File: config.mk
export PLATFORM = sky130hd
export DESIGN_NAME = bsg_csa_accumulator_iterative
export DESIGN_NICKNAME = d
export VERILOG_FILES = /design/src/rtl/bsg_csa_accumulator_iterative.sv
export SDC_FILE = /design/constraint.sdc
export NUM_CORES = 1
export LEC_CHECK = 0
export BUFFER_PORTS_ARGS = -buffer_cell sky130_fd_sc_hd__clkbuf_2
export CORE_ASPECT_RATIO = 1.75
export CORE_MARGIN = 3
export CORE_UTILIZATION = 62
export CTS_CLUSTER_DIAMETER = 50
export DETAILED_ROUTE_END_ITERATION = 6
export GPL_TIMING_DRIVEN = 0
export PLACE_DENSITY_LB_ADDON = 0.12
export SLEW_MARGIN = 25
export SYNTH_ARGS = -nofsm -noshare
export SYNTH_HDL_FRONTEND = slang
export SYNTH_SLANG_ARGS = --single-unit
File: constraint.sdc
create_clock -name clk_i -period 3.3 [get_ports clk_i]
set_input_delay 0.66 -clock clk_i [delete_from_list [all_inputs] [get_ports clk_i]]
set_output_delay 0.66 -clock clk_i [all_outputs]
set_load 0.01 [all_outputs]
File: src/rtl/bsg_csa_accumulator_iterative.sv
// Carry-save accumulator for iterative multipliers: v_o two edges after final pair, one-cycle resolve; ready_o low while resolving/holding.
// Define BSG_CSA_ACCUMULATOR_SIGNED_EN to sign-extend operands (Booth / signed partial products); otherwise zero-extend.
module bsg_csa_accumulator_iterative #(
    parameter int width_p  = 32,
    parameter int steps_p  = 8,
    parameter int shift_p  = 4,
    localparam int res_width_lp = width_p + shift_p * (steps_p - 1)
) (
    input  logic                    clk_i,
    input  logic                    reset_i,
    input  logic                    v_i,
    output logic                    ready_o,
    input  logic [width_p-1:0]      opA_i,
    input  logic [width_p-1:0]      opB_i,
    output logic                    v_o,
    output logic [res_width_lp-1:0] result_o,
    input  logic                    yumi_i
);

    localparam int step_width_lp = (steps_p > 1) ? $clog2(steps_p) : 1;
    localparam int ext_bits_lp   = res_width_lp - width_p;

    typedef enum logic [1:0] {IDLE, ACCUM, RESOLVE, DONE} state_e;

    state_e                   state_q, state_d;
    logic [step_width_lp-1:0] step_q, step_d;
    logic [res_width_lp-1:0]  sum_q, sum_d;
    logic [res_width_lp-1:0]  carry_q, carry_d;
    logic [res_width_lp-1:0]  result_q, result_d;

    logic                     fill_a, fill_b;
    logic [res_width_lp-1:0]  ext_a, ext_b;
    logic [res_width_lp-1:0]  shift_a, shift_b;
    logic [31:0]              shamt;
    logic [res_width_lp-1:0]  fa_s, fa_c, csa_sum, csa_carry;
    logic                     accept;
    logic                     last_step;

`ifdef BSG_CSA_ACCUMULATOR_SIGNED_EN
    assign fill_a = opA_i[width_p-1];
    assign fill_b = opB_i[width_p-1];
`else
    assign fill_a = 1'b0;
    assign fill_b = 1'b0;
`endif

    // With a single step the result is exactly width_p bits, so there is nothing to extend.
    generate
        if (ext_bits_lp > 0) begin : g_ext
            assign ext_a = {{ext_bits_lp{fill_a}}, opA_i};
            assign ext_b = {{ext_bits_lp{fill_b}}, opB_i};
        end else begin : g_noext
            logic unused_fill;
            assign unused_fill = fill_a ^ fill_b;
            assign ext_a = opA_i;
            assign ext_b = opB_i;
        end
    endgenerate

    assign shamt   = 32'(shift_p) * 32'(step_q);
    assign shift_a = ext_a << shamt;
    assign shift_b = ext_b << shamt;

    // 4:2 compress as two full-adder rows; carries weigh 2x and the top carry falls off.
    assign fa_s      = sum_q ^ carry_q ^ shift_a;
    assign fa_c      = ((sum_q & carry_q) | (sum_q & shift_a) | (carry_q & shift_a)) << 1;
    assign csa_sum   = fa_s ^ shift_b ^ fa_c;
    assign csa_carry = ((fa_s & shift_b) | (fa_s & fa_c) | (shift_b & fa_c)) << 1;

    assign accept    = v_i & ready_o;
    assign last_step = (step_q == step_width_lp'(steps_p - 1));

    always_comb begin
        state_d  = state_q;
        step_d   = step_q;
        sum_d    = sum_q;
        carry_d  = carry_q;
        result_d = result_q;
        ready_o  = 1'b0;
        v_o      = 1'b0;
        unique case (state_q)
            IDLE: begin
                ready_o = 1'b1;
                if (accept) begin
                    sum_d   = shift_a;
                    carry_d = shift_b;
                    step_d  = step_width_lp'(1);
                    state_d = (steps_p == 1) ? RESOLVE : ACCUM;
                end
            end
            ACCUM: begin
                ready_o = 1'b1;
                if (accept) begin
                    sum_d   = csa_sum;
                    carry_d = csa_carry;
                    step_d  = step_q + step_width_lp'(1);
                    if (last_step) begin
                        state_d = RESOLVE;
                    end
                end
            end
            RESOLVE: begin
                result_d = sum_q + carry_q;
                step_d   = '0;
                state_d  = DONE;
            end
            DONE: begin
                v_o = 1'b1;
                if (yumi_i) begin
                    state_d = IDLE;
                end
            end
            default: begin
                state_d = IDLE;
            end
        endcase
    end

    assign result_o = result_q;

    always_ff @(posedge clk_i) begin
        if (reset_i) begin
            state_q  <= IDLE;
            step_q   <= '0;
            sum_q    <= '0;
            carry_q  <= '0;
            result_q <= '0;
        end else begin
            state_q  <= state_d;
            step_q   <= step_d;
            sum_q    <= sum_d;
            carry_q  <= carry_d;
            result_q <= result_d;
        end
    end

endmodule

==> run metrics, run 1 <==
status=finished with violations; failing checks=setup timing; Initial Util=0.631; commonest non-fill, non-tap cell in the layout=nor2_1; synth top area cells=dfxtp_1 (23%), fa_1 (14%), mux2i_1 (6.3%), nor2_1 (5.9%), a211oi_1 (5.6%); r2r worst-path depth=10; sequential element share of the synthesized area=0.225; share of cells above drive strength 1=0.154; PwrDens=861 nW/µm²; Sw Ratio=0.508; Slowest cell on crit path=or4_1; Routed Wire Length=65000 µm; Die W=129 µm; # fillers=2065; largest fanout on the critical path=6; DR pass1 iterations=6; CTS sink cnt=185; root buffer cell=clkbuf_16; prevailing post-synth register cell=dfxtp_1; sw power=0.00814 W; hold buffer count at CTS=0; count of flip-flops with a built-in enable after synthesis=0; clock period minus worst slack=3.35 ns; VDD IR max=0.495 mV; Least-Margin Pin Slew=1.06 ns; die extent in y=221 µm; Wirelength per Cell=25.6 µm; Vias=16800; worst setup path class=flop to flop; Layout Nets=2457; met1 usage=0.495; busiest layer in global routing=met2; crit path launch type=flop; Worst EP arrival=3.71 ns; Vias/cell=6.61; setup TNS=-0.0451 ns; P&R area growth vs syn=13.1%; skew final=0.00966 ns; antenna violations before repair=3; Crit path depth=10; Clock power frac=0.149; fin cells=2539; CTS Buffer Depth=2; Worst-path clk slew=0.07 ns; crit end category=flop; Seq pwr share=0.208; synthesized flop and latch total=185; Leak=7.72 nW; Post-synth ARST share=0; CP max stage delay=0.60 ns; RSZ-0062 raised after global routing=true; commonest cells after routing, fill and taps aside=nor2_1 (255), inv_1 (209), dfxtp_1 (184); Synth warnings=0; critical-path cell list=ha_1, and3_4, nand2_1, or4_1, a311oi_1, nor2_1, a31oi_1, and3_1, o21ai_1, a31o_1; Max Cap Viol=0; final hold vios=0; crit share post-route=1.01; TritonCTS clock tree=yes; Worst EP required=3.66 ns; dpl ws=-1.22 ns; H-tree depth=4; P_int=0.00787 W; number of global-route vias before repair=16900; Comb pwr share=0.643; Skew-Pair Late Insertion Delay=0.47 ns; synthesized cell area=16400 µm²; GP Congestion=1.09; min-delay worst type=flop to flop; IO Port Bufs=128; global-route wire length before repair=97200 µm; area leader, netlist=dfxtp_1; core box area=26100 µm²; Setup WS post-layout=-0.0451 ns; share of the synthesized area in the top cell type=0.225; die area=28600 µm²; largest net degree at the start of global routing=17; grt met3 use=0.103; Net Count, Synth=2305; Post-DP HPWL=52100 µm; I/O pins=130; Overflow after GRT=0; All-Layer GR Usage=0.452; CP top delay family=simple AND/OR/NAND/NOR gates; crit path buf inv count=0; Final Setup Violations=1; max-slew violations=0; CTS buffer count=17; Post-DRT Antenna Nets=0; Detailed Route Iter0 Violations=2118; slew margin rel.=0.293; Placed Cells=2501; M2 GR Usage=0.726; hold path cells=1; Cells after Synth=2053; FMAX=299 MHz; # DRC=0; row cnt=78; Yosys cell types=73; Avg Synthesized Cell Area=8.01 µm²
==> metal layers <==
metal  vias up  share of wire  routed length, µm
met4         2           0.11               6830
met3       369          0.095               6200
met5         -        0.00020                 13
met1      7853           0.33              21300
li1       7333              -                  -
met2      1236           0.47              30600
==> kinds of logic (layout without fill, tap and decap cells) <==
group | after synthesis | count (layout) | share of synthesized area
AND/OR/NAND/NOR | 627 | 627 | 0.173
AO/OA/AOI/OAI | 509 | 509 | 0.202
buffers and inverters | 350 | 515 | 0.0852
flip-flops | 185 | 185 | 0.225
adder cells (fa/ha/maj) | 184 | 184 | 0.194
multiplexers | 154 | 154 | 0.0976
XOR/XNOR | 44 | 44 | 0.0234
other | 0 | 1 | 0
==> worst paths after layout <==
kind                        to  slack, ns          from
setup / recovery  result_o[45]      -0.05   carry_q[28]
hold / removal    result_o[52]       0.48  result_o[52]
setup reg to reg  result_o[45]      -0.05   carry_q[28]
hold reg to reg   result_o[52]       0.48  result_o[52]
==> cell type report <==
class / instances / area [µm²] / share of cell area
clock buffer: 19 / 453 / 0.0244
sequential: 185 / 3700 / 0.199
clock inverter: 13 / 214 / 0.0115
antenna: 1 / 2.50 / 0.000135
buffer: 139 / 696 / 0.0374
multi-input combinational: 1518 / 11700 / 0.627
inverter: 211 / 792 / 0.0426
timing repair buffer: 133 / 678 / 0.0365
tap: 320 / 400 / 0.0215
==> flip-flops by register name, summed over array words and instances (netlist names) <==
name / cells
state_q: 2
sum_q: 60
result_o: 60
step_q: 3
carry_q: 60
==> power by group through the flow <==
stage                     Combinational [W]  Clock [W]  Sequential, W
after floorplan                     0.00666          0        0.00322
after global placement              0.00924          0        0.00330
after detailed placement            0.00955          0        0.00334
after CTS                           0.00977    0.00234        0.00329
after global routing                 0.0111    0.00243        0.00337
final                                0.0103    0.00238        0.00333
==> cells in the mapped netlist (35+ instances only) <==
library cell / count
dfxtp_1: 185
clkbuf_1: 98
mux2_2: 50
inv_1: 209
a21oi_1: 164
ha_1: 66
o21ai_0: 58
a211oi_1: 122
fa_1: 118
mux2i_1: 104
nand2_1: 176
nor2_1: 257
nor3_1: 35
==> through the flow <==
stage / power (W) / util / hold WS, ns / area (µm²)
after global routing: 0.0169 / 0.714 / 0.501 / 18600
after floorplan: 0.00988 / - / 0.449 / 16400
after global placement: 0.0125 / 0.671 / 0.451 / 17500
after detailed placement: 0.0129 / 0.671 / 0.461 / 17500
final: 0.0160 / 0.714 / 0.480 / 18600
after CTS: 0.0154 / 0.702 / 0.478 / 18300
==> what timing repair did <==
item,CTS,global route
pin swaps,1,10
setup buffers,1,4
cloned,0,0
resized for setup,46,81
endpoints found under the setup margin,82,88
No activity file was read; power rests on OpenSTA's default activity.
==> inputs of run 2 (changes only) <==
--- a/config.mk
+++ b/config.mk
@@ -13,6 +13,8 @@
 export DETAILED_ROUTE_END_ITERATION = 6
 export GPL_TIMING_DRIVEN = 0
 export PLACE_DENSITY_LB_ADDON = 0.12
+export REMOVE_ABC_BUFFERS = 1
+export SETUP_SLACK_MARGIN = 0.02
 export SLEW_MARGIN = 25
 export SYNTH_ARGS = -nofsm -noshare
 export SYNTH_HDL_FRONTEND = slang
==> run metrics, run 2 (same netlist as run 1, synthesis figures left out) <==
status=completed (was finished with violations); slew margin rel.=0.372 (was 0.293); GP Congestion=1.05 (was 1.09); die extent in y=221 µm (unchanged); Leak=7.47 nW (was 7.72 nW); Worst EP arrival=3.60 ns (was 3.71 ns); Post-DP HPWL=39700 µm (was 52100 µm); CTS sink cnt=185 (unchanged); Post-DRT Antenna Nets=0 (unchanged); Clock power frac=0.148 (was 0.149); ant diodes=0 (was 1); Least-Margin Pin Slew=0.943 ns (was 1.06 ns); Layout Nets=2337 (was 2457); fin cells=2418 (was 2539); number of global-route vias before repair=14800 (was 16900); Comb pwr share=0.626 (was 0.643); # DRC=0 (unchanged); Skew-Pair Late Insertion Delay=0.46 ns (was 0.47 ns); FMAX=308 MHz (was 299 MHz); Setup WS post-layout=0.0572 ns (was -0.0451 ns); largest fanout on the critical path=3 (was 6); Seq pwr share=0.227 (was 0.208); CTS Buffer Depth=2 (unchanged); Worst EP required=3.66 ns (about the same); row cnt=78 (unchanged); die area=28600 µm² (unchanged); skew final=0.00752 ns (was 0.00966 ns); RSZ-0062 raised after global routing=true (unchanged); hold buffer count at CTS=0 (unchanged); core box area=26100 µm² (unchanged); commonest non-fill, non-tap cell in the layout=nor2_1 (unchanged); Initial Util=0.631 (unchanged); # fillers=2151 (was 2065); Wirelength per Cell=21.2 µm (was 25.6 µm); Placed Cells=2374 (was 2501); antenna violations before repair=0 (was 3); max-slew violations=0 (unchanged); final hold vios=0 (unchanged); Die W=129 µm (unchanged); VDD IR max=0.702 mV (was 0.495 mV); Final Setup Violations=0 (was 1); global-route wire length before repair=79400 µm (was 97200 µm); TritonCTS clock tree=yes (unchanged); CTS buffer count=17 (unchanged); commonest cells after routing, fill and taps aside=nor2_1 (255), inv_1 (209), dfxtp_1 (180) (was nor2_1 (255), inv_1 (209), dfxtp_1 (184)); CP max stage delay=0.42 ns (was 0.60 ns); worst setup path class=flop to flop (unchanged); clock period minus worst slack=3.24 ns (was 3.35 ns); Sw Ratio=0.478 (was 0.508); sw power=0.00693 W (was 0.00814 W); share of cells above drive strength 1=0.143 (was 0.154); Routed Wire Length=51300 µm (was 65000 µm); Slowest cell on crit path=fa_2 (was or4_1); P_int=0.00756 W (was 0.00787 W); CP top delay family=compound AO/OA/AOI/OAI gates (was simple AND/OR/NAND/NOR gates); root buffer cell=clkbuf_16 (unchanged); dpl ws=-0.438 ns (was -1.22 ns); largest net degree at the start of global routing=107 (was 17); Worst-path clk slew=0.07 ns (about the same); P&R area growth vs syn=10.3% (was 13.1%); crit path launch type=flop (unchanged); PwrDens=799 nW/µm² (was 861 nW/µm²); crit share post-route=0.983 (was 1.01); Overflow after GRT=0 (unchanged); min-delay worst type=flop to flop (unchanged); H-tree depth=4 (unchanged); Vias/cell=6.28 (was 6.61); crit end category=flop (unchanged); Vias=15200 (was 16800); All-Layer GR Usage=0.358 (was 0.452); DR pass1 iterations=5 (was 6); IO Port Bufs=129 (was 128); critical-path cell list=ha_4, fa_2, a21oi_4, nor4_2, o211ai_1, nand4_1, buf_6, a211o_4, nand3_4, a21oi_1, or3_1, a32o_1 (was ha_1, and3_4, nand2_1, or4_1, a311oi_1, nor2_1, a31oi_1, and3_1, o21ai_1, a31o_1); Detailed Route Iter0 Violations=1279 (was 2118); crit path buf inv count=1 (was 0); I/O pins=130 (unchanged); Max Cap Viol=0 (unchanged)
## run 2: cell types whose count changed in the layout (fill, tap and decap cells not counted), moves of 10 or more
cell and change:
a21oi_1 +15, buf_1 -10, buf_2 -12, clkbuf_1 -83
buf_6 -11, clkbuf_2 -13, a21oi_2 -15
## run 2: cell type report
cell class,count,area [µm²],area share
clock inverters,11,120,0.00662
repair buffers,152,1050,0.0581
multi-input cells,1518,11600,0.638
inverters,211,797,0.0440
well taps,320,400,0.0221
clock buffers,21,470,0.0259
flip-flops and latches,185,3720,0.205
## run 2: worst paths after layout
kind | start | to | slack, ns | depth (start not counted)
max | sum_q[0] | result_o[56] | 0.06 | 12
min | carry_q[22] | carry_q[22] | 0.47 | 2
max reg2reg | sum_q[0] | result_o[56] | 0.06 | 12
min reg2reg | carry_q[22] | carry_q[22] | 0.47 | 2
## run 2: through the flow
| stage | power [W] | hold WS [ns] | TNS [ns] | utilization | instance area (µm²) |
|---|---|---|---|---|---|
| 2_1_floorplan | 0.00965 | 0.443 | -313.90 | - | 15800 |
| 4_1_cts | 0.0143 | 0.478 | 0 | 0.688 | 17900 |
| 6_report | 0.0145 | 0.475 | 0 | 0.696 | 18100 |
| 3_5_place_dp | 0.0120 | 0.467 | -2.65 | 0.661 | 17200 |
| 5_1_grt | 0.0157 | 0.488 | -0.0117 | 0.696 | 18100 |
| 3_3_place_gp | 0.0113 | 0.455 | -675.89 | 0.648 | 16900 |
## run 2: what timing repair did
action / in CTS / in global routing
setup buffers: 2 / 9
endpoints found under the hold margin: 0 / 0
pin swaps: 2 / 9
endpoints found under the setup margin: 37 / 41
gates resized for setup: 20 / 30
gates cloned: 1 / 0
## run 2: power groups by stage
stage	clock network (W)	registers [W]	logic [W]
after CTS	0.00217	0.00329	0.00887
after floorplan	0	0.00334	0.00631
after detailed placement	0	0.00333	0.00872
after global routing	0.00224	0.00335	0.0101
after global placement	0	0.00338	0.00792
final	0.00214	0.00328	0.00907
## run 2: per-layer routing
| metal | track usage | part of all wire |
|---|---|---|
| met5 | 0 | 0 |
| met4 | 0.267 | 0.087 |
| met3 | 0.0514 | 0.052 |
| met2 | 0.598 | 0.50 |
| met1 | 0.406 | 0.37 |
## run 2: tightest hold or removal path: stages (launching register included)
cell     delay (ns)
dfxtp_1        0.33
nand2_1        0.06
a21oi_1        0.05
